--- src/rtl/mips_pkg.sv ---
//============================================================================
// Module      : mips_pkg
// Description : Shared constants and types for the MIPS fetch path.
// Revision    : 1.0 - initial release
//============================================================================
`default_nettype none

package mips_pkg;

    localparam int          XLEN_DEFAULT         = 32;
    localparam logic [31:0] RESET_VECTOR_DEFAULT = 32'h0000_0000;
    localparam logic [31:0] EXC_VECTOR_DEFAULT   = 32'h8000_0180;
    localparam int          INSTR_BYTES          = 4;

    // Next-PC source, listed from highest to lowest priority
    typedef enum logic [2:0] {
        NPC_EXC   = 3'd0,
        NPC_REDIR = 3'd1,
        NPC_HOLD  = 3'd2,
        NPC_RAS   = 3'd3,
        NPC_SEQ   = 3'd4
    } npc_src_e;

endpackage

`default_nettype wire

--- src/rtl/pc_ras.sv ---
//============================================================================
// Module      : pc_ras
// Description : Circular return-address stack with saturating occupancy
//               count. On overflow the oldest entry is silently overwritten.
// Revision    : 1.0 - initial release
//============================================================================
`default_nettype none

module pc_ras
    import mips_pkg::*;
#(
    parameter int XLEN      = XLEN_DEFAULT,
    parameter int RAS_DEPTH = 4             // power of two, >= 2
) (
    input  logic            clk,
    input  logic            reset,
    input  logic            push,
    input  logic            pop,
    input  logic            clear,
    input  logic [XLEN-1:0] push_data,
    output logic [XLEN-1:0] top,
    output logic            empty,
    output logic            full
);

    localparam int             PTR_W     = $clog2(RAS_DEPTH);
    localparam logic [PTR_W:0] MAX_COUNT = (PTR_W + 1)'(RAS_DEPTH);

    logic [XLEN-1:0]  stack [RAS_DEPTH];
    logic [PTR_W-1:0] ptr;      // index of the current top entry
    logic [PTR_W:0]   count;
    logic             pop_ok;
    logic [PTR_W-1:0] wr_idx;

    assign empty  = (count == '0);
    assign full   = (count == MAX_COUNT);
    assign top    = stack[ptr];

    // A pop on an empty stack is meaningless, so it is dropped here too
    assign pop_ok = pop & ~empty;

    // Pop+push replaces the top in place; a plain push goes one slot up
    assign wr_idx = pop_ok ? ptr : ptr + 1'b1;

    // Pointer and occupancy tracking; count saturates because the pointer wraps
    always_ff @(posedge clk or posedge reset) begin
        if (reset) begin
            ptr   <= '0;
            count <= '0;
        end else if (clear) begin
            ptr   <= '0;
            count <= '0;
        end else if (pop_ok && !push) begin
            ptr   <= ptr - 1'b1;
            count <= count - 1'b1;
        end else if (push && !pop_ok) begin
            ptr   <= ptr + 1'b1;
            if (!full) begin
                count <= count + 1'b1;
            end
        end
    end

    // Entry storage; contents are only meaningful while count covers them
    always_ff @(posedge clk) begin
        if (push && !clear) begin
            stack[wr_idx] <= push_data;
        end
    end

endmodule

`default_nettype wire

--- src/rtl/pc_unit.sv ---
//============================================================================
// Module      : pc_unit
// Description : Program-counter stage for the MIPS fetch path. Selects the
//               next PC from exception, redirect, stall, RAS prediction or
//               sequential increment, and owns the return-address stack.
// Revision    : 1.0 - initial release
//============================================================================
`default_nettype none

module pc_unit
    import mips_pkg::*;
#(
    parameter int              XLEN         = XLEN_DEFAULT,
    parameter logic [XLEN-1:0] RESET_VECTOR = XLEN'(RESET_VECTOR_DEFAULT),
    parameter logic [XLEN-1:0] EXC_VECTOR   = XLEN'(EXC_VECTOR_DEFAULT),
    parameter int              RAS_DEPTH    = 4
) (
    input  logic            clk,
    input  logic            reset,
    input  logic            stall,
    input  logic            exc_valid,
    input  logic            redirect_valid,
    input  logic [XLEN-1:0] redirect_target,
    input  logic            call_push,
    input  logic            ret_pop,
    output logic [XLEN-1:0] pc,
    output logic [XLEN-1:0] pc_plus4,
    output logic            fetch_valid,
    output logic            ras_empty,
    output logic            misalign_err
);

    npc_src_e        npc_src;
    logic [XLEN-1:0] ras_top;
    logic            ras_push;
    logic            ras_pop;
    logic            ras_clear;
    logic            ras_full_unused;

    assign pc_plus4 = pc + XLEN'(INSTR_BYTES);

    // Priority selection of the next-PC source
    always_comb begin
        npc_src = NPC_SEQ;
        if (exc_valid) begin
            npc_src = NPC_EXC;
        end else if (redirect_valid) begin
            npc_src = NPC_REDIR;
        end else if (stall) begin
            npc_src = NPC_HOLD;
        end else if (ret_pop && !ras_empty) begin
            npc_src = NPC_RAS;
        end
    end

    // The first edge after reset only raises fetch_valid, so RAS activity is
    // gated until the stage is running
    assign ras_clear = fetch_valid && (npc_src == NPC_EXC);
    assign ras_pop   = fetch_valid && (npc_src == NPC_RAS);
    assign ras_push  = fetch_valid && call_push &&
                       ((npc_src == NPC_RAS) || (npc_src == NPC_SEQ));

    pc_ras #(
        .XLEN      (XLEN),
        .RAS_DEPTH (RAS_DEPTH)
    ) u_ras (
        .clk       (clk),
        .reset     (reset),
        .push      (ras_push),
        .pop       (ras_pop),
        .clear     (ras_clear),
        .push_data (pc_plus4),
        .top       (ras_top),
        .empty     (ras_empty),
        .full      (ras_full_unused)
    );

    // PC register, fetch-valid flag and one-cycle misalignment pulse
    always_ff @(posedge clk or posedge reset) begin
        if (reset) begin
            pc           <= RESET_VECTOR;
            fetch_valid  <= 1'b0;
            misalign_err <= 1'b0;
        end else if (!fetch_valid) begin
            fetch_valid  <= 1'b1;
            misalign_err <= 1'b0;
        end else begin
            misalign_err <= (npc_src == NPC_REDIR) && (|redirect_target[1:0]);
            case (npc_src)
                NPC_EXC:   pc <= EXC_VECTOR;
                NPC_REDIR: pc <= {redirect_target[XLEN-1:2], 2'b00};
                NPC_HOLD:  pc <= pc;
                NPC_RAS:   pc <= ras_top;
                default:   pc <= pc_plus4;
            endcase
        end
    end

endmodule

`default_nettype wire

--- config.mk ---
export PLATFORM = sky130hd
export DESIGN_NAME = pc_unit
export DESIGN_NICKNAME = d
export VERILOG_FILES = /design/src/rtl/mips_pkg.sv /design/src/rtl/pc_ras.sv /design/src/rtl/pc_unit.sv
export SDC_FILE = /design/constraint.sdc
export NUM_CORES = 1
export LEC_CHECK = 0
export ABC_AREA = 1
export CAP_MARGIN = 40
export CORE_UTILIZATION = 55
export CTS_BUF_LIST = sky130_fd_sc_hd__clkbuf_4
export CTS_CLUSTER_SIZE = 24
export DETAILED_ROUTE_END_ITERATION = 8
export PLACE_DENSITY_LB_ADDON = 0.25
export SYNTH_ARGS = -nofsm -noshare
export SYNTH_HDL_FRONTEND = slang
export SYNTH_HIERARCHICAL = 1
export SYNTH_SLANG_ARGS = --single-unit
--- constraint.sdc ---
create_clock -name clk -period 5 [get_ports clk]
set_input_delay 1.25 -clock clk [delete_from_list [all_inputs] [get_ports clk]]
set_output_delay 1.25 -clock clk [all_outputs]
set_load 0.01 [all_outputs]
* Yosys cells after proc, flatten, opt, wreduce, memory -nomap -nowiden *
Memories as Yosys holds them, arrays and structs flattened.
Cells that the tools add are included.

word-level totals
  bits of input ports = 39
  memories kept = 1
  memory bits (writable) = 128
  memory bits (read-only) = 0
  latch bits = 0
  register bits = 39

memories
  memory       words  width  read ports  clocked after memory_dff  write ports  RTL line      source
  u_ras.stack  4      32     1           0                         1            pc_ras.sv:29  logic [XLEN-1:0] stack [RAS_DEPTH];

operators by class
  equal/unequal tests = 6
  muxes and demuxes = 16
  add/sub/neg operators = 5
  $mul = 0
  divide/modulo/power cells = 0
  reductions and logical operators = 20
  $lt $le $gt $ge = 0
  shift-type cells = 0
  bitwise gates (word level) = 3

operators by type and width
  kind                                                                     count
  32-bit one-hot mux with 4 select lines                                   1
  32-bit by 3-bit adder with 32-bit output, second input constant          1
  3-bit two-way mux                                                        8
  1-bit logical AND                                                        9
  2-bit two-way mux                                                        4
  3-bit by 2-bit == test with 1-bit output, second input constant          2
  3-bit == test, second input constant                                     2
  3-bit zero test                                                          2
  1-bit zero test                                                          4
  2-bit AND reduction                                                      2
  3-bit by 1-bit adder with 3-bit output, second input constant            1
  3-bit by 1-bit == test with 1-bit output, second input constant          1
  1-bit two-way mux                                                        3
  3-bit by 1-bit inequality test with 1-bit output, second input constant  1
  3-bit nonzero test                                                       1
  3-bit by 1-bit subtractor with 3-bit output, second input constant       1
  2-bit by 1-bit adder with 2-bit output, second input constant            1
  1-bit inverter                                                           2
  2-bit OR reduction                                                       1
  2-bit by 1-bit subtractor with 2-bit output, second input constant       1
  1-bit bitwise AND                                                        1
  1-bit logical OR                                                         1

* Longest topological paths before layout *
  depth in word-level cells = 15
  mapped depth = 17
  gate-level depth less buffers = 17

* Modules after synthesis *
The synthesis kept the hierarchy.

by module, submodules not included
  module   sequential area each (µm²)  instances  cells each  area an instance (µm²)
  pc_ras   3968.8                      1          350         5122.4
  pc_unit  850.8                       1          476         2845.2

* Worst setup path before layout *
Ideal clock, no wire load.

  kind = input to register
  start = in exc_valid
  end = mem u_ras/stack[1][0] (netlist name) (enable)
  data required time = 4.579 ns
  stages on the path = 7
  arrival time = 3.674 ns
  library setup time = 0.421 ns
  path buffers = 0
  path slack = 0.905 ns
  path through = nor2_4 nand3_1 nor2_1 nand2_4 xor2_2 nand2b_4 nor2_1

between the ends
  elaborated cells between the ends (all ways) = 14
  classes of those cells = eq/ne (2); mux (4); bitwise (1); reduce/logical (7)

RTL lines
  what                                      RTL line       source
  start: declaration                        pc_unit.sv:21  input logic exc_valid,
  3-bit two-way mux                         pc_unit.sv:45  if (exc_valid) begin
  3-bit by 2-bit == test with 1-bit output  pc_unit.sv:59  assign ras_pop = fetch_valid && (npc_src == NPC_RAS);
  1-bit logical AND                         pc_unit.sv:59
  via ras_pop                               pc_unit.sv:36  logic ras_pop;
  1-bit bitwise AND                         pc_ras.sv:40   assign pop_ok = pop & ~empty;
  2-bit two-way mux                         pc_ras.sv:43   assign wr_idx = pop_ok ? ptr : ptr + 1'b1;
  end: declaration                          pc_ras.sv:29

The timed path passes the listed nets, and every way through them passes these cells.

* Worst setup path after layout *
  start = reg pc[2]
  end = out pc_plus4[12]

between the ends
  cells in the longest elaborated chain, start to end = 1

ends and longest elaborated chain
  what                                      RTL line       source
  start: declaration                        pc_unit.sv:26  output logic [XLEN-1:0] pc,
  start signal: assignment                  pc_unit.sv:91  NPC_REDIR: pc <= {redirect_target[XLEN-1:2], 2'b00};
  start signal: assignment                  pc_unit.sv:92  NPC_HOLD: pc <= pc;
  start signal: assignment                  pc_unit.sv:93  NPC_RAS: pc <= ras_top;
  32-bit by 3-bit adder with 32-bit output  pc_unit.sv:40  assign pc_plus4 = pc + XLEN'(INSTR_BYTES);
  end: declaration                          pc_unit.sv:27  output logic [XLEN-1:0] pc_plus4,

Every way passes these cells.

==> flow_summary.rst <==
.. list-table::
   :header-rows: 1

   * - Metric
     - Value
   * - Type of the worst min-delay path
     - reg -> reg
   * - Clock tree from TritonCTS
     - done
   * - Initial antenna violation count
     - 1
   * - Arrival time reported for the critical path endpoint
     - 3.10 ns
   * - Most common cell after layout, fill and taps aside
     - nand2_1
   * - Initial Utilization
     - between 50% and 60%
   * - Post-Place Setup Slack
     - a little under 1 ns
   * - Pin count of the biggest net entering global routing
     - 37
   * - Largest driver fanout on the critical path
     - 6
   * - Max-Cap Viols
     - 0
   * - Number of max-slew violations in the final report
     - 0
   * - PwrDens
     - 342.6 nW/µm²
   * - Final sum of negative setup slack
     - 0 ns
   * - Post-route total power
     - 3.249 mW
   * - # hold bufs at CTS
     - 0
   * - Fillcell total
     - 1117
   * - Instance count of the mapped netlist
     - approximately 830
   * - Number of global-route vias before repair
     - about 6400
   * - Std cell rows
     - 43
   * - Overall die area
     - around 15000 µm²
   * - Final Hold Viols
     - 0
   * - Wire length of the first global-routing pass
     - 34370 µm
   * - Clock network latency to the later pin of the worst-skew pair
     - 0.56 ns
   * - Count of buffers added by post-CTS timing repair for setup
     - 0
   * - Area occupied by multi-input gates
     - 2759 µm²
   * - Crit start category
     - flop
   * - Number of nets produced by synthesis
     - around 870
   * - Pin slew with the least headroom to its limit
     - roughly 0.89 ns
   * - Leakage power total
     - 3.574 nW
   * - Endpoints failing setup
     - 0
   * - Required arrival time at the worst endpoint
     - 3.75 ns
   * - Die Wd
     - approximately 120 µm
   * - Number of placed I/O pins
     - 106
   * - Layout overhead on the synthesized area
     - 19.09%
   * - Area of the mapped netlist
     - 7964 µm²
   * - Routability-driven placement congestion ratio
     - ~0.92
   * - Number of warning messages in the yosys log
     - 6
   * - Nets
     - 963
   * - GR Overflow Total
     - 0
   * - Overall routed net length
     - 22260 µm
   * - Post-synthesis average cell area
     - 9.653 µm²
   * - Max-Slew Margin vs Limit
     - 40.92%
   * - Sequential Area
     - 4821 µm²
   * - Setup repair after global routing missed its margin
     - no
   * - Post-detailed-route DRC marker count
     - 0
   * - Max Root-Sink Buffers
     - 2
   * - Final worst clock skew
     - 0.02338 ns
   * - Worst Slack Setup Final
     - 0.6492 ns
   * - Status
     - finished, final reports clean
   * - Via count
     - roughly 6700
   * - Max Clock Freq
     - around 230 MHz
   * - Num CTS Buffers
     - 17
   * - Number of input and output port buffers inserted
     - roughly 110
   * - Number of nets still failing antenna checks after routing
     - 0
   * - Commonest cells after routing, fill and taps aside
     - nand2_1, nand3_1, edfxtp_1
   * - CTS sink count
     - 167
   * - Iteration count of the initial detailed-routing pass
     - 5
   * - Worst supply voltage drop on vdd
     - 0.0002176 V
   * - Number of DRC violations after detailed-routing iteration 0
     - 839
   * - Vias per std cell
     - between 5 and 6
   * - Time the final worst path needs with I/O delays and setup
     - about 4.4 ns
   * - Tot GR Track Use
     - between 30% and 40%
   * - Crit Path Category
     - reg -> out
   * - Core area
     - between 10000 and 15000 µm²
   * - Die Y
     - 122.3 µm
   * - Share of the cycle needed by the critical path after routing
     - 87.02%
   * - Number of cells upsized or downsized after cts
     - 0
   * - Clock-pin slew of the registers on the worst-case setup and hold paths
     - around 0.14 ns
   * - Routed wirelength normalized by instance count
     - roughly 20 µm
   * - Root buffer cell
     - clkbuf_4
   * - Ratio of cells with drive above 1 in the final layout
     - 7.594%
   * - DP HPWL
     - 14850 µm
   * - Setup crit end kind
     - output pin
   * - H-tree level count
     - 4
==> final timing paths <==
path | start | end | slack, ns | cells past startpoint
worst max register to register | u_ras/count[1] | u_ras/stack[0][30] | 2.05 | 10
worst max-delay path | pc[2] | pc_plus4[12] | 0.65 | 6
min in group asynchronous | reset | u_ras/count[1] | 0.89 | 2
worst min-delay path | u_ras/stack[1][1] | pc[1] | 0.60 | 4
worst min register to register | u_ras/stack[1][1] | pc[1] | 0.60 | 4
max in group asynchronous | reset | pc[29] | 3.51 | 3
==> final cells by class <==
class	count	area share (%)
clock buffers	20	1.583
multi-input cells	566	29.09
inverters	50	2.005
repair buffers	120	12.48
flip-flops and latches	167	50.83
clock inverters	12	1.609
diodes	1	0.02639
well taps	180	2.375
==> layer usage <==
layer / vias up / share of wire (%) / GRT usage, %
li1: 3078 / - / -
met1: 3213 / 42 / 42.33
met2: 330 / 49 / 50.04
met3: 46 / 6.8 / 5.112
met4: 0 / 2.3 / 13.11
met5: - / 0 / 0
==> registers in the layout, indices dropped and copies added, names as in the netlist <==
register      count
fetch_valid       1
misalign_err      1
pc               32
u_ras/count       3
u_ras/ptr         2
u_ras/stack     128
==> stage by stage <==
step / hold WS, ns / std cells / area (µm²) / utilization (%)
6_report: 0.6014 / 1116 / 9484 / 67.80
5_1_grt: 0.6427 / 1116 / 9484 / 67.80
4_1_cts: 0.6046 / 1115 / 9482 / 67.78
3_5_place_dp: 0.5727 / 1083 / 9179 / 65.62
3_3_place_gp: 0.5503 / 1082 / 9151 / 65.42
2_1_floorplan: 0.5118 / 825 / 7964 / -
==> power breakdown <==
group | internal (mW) | total [mW] | switching (mW)
Sequential | 1.56 | 1.67 | 0.110
Combinational | 0.298 | 0.738 | 0.440
Clock | 0.365 | 0.838 | 0.473
==> critical path, cell delays in order (launching register included) <==
cell and delay (ns):
dfrtp_1 0.51, ha_1 0.33, nand3_1 0.12, nor2_2 0.29, nand2_1 0.18, xnor2_1 0.47
clkdlybuf4s50_1 0.64
Power figures use the tool's default switching activity.
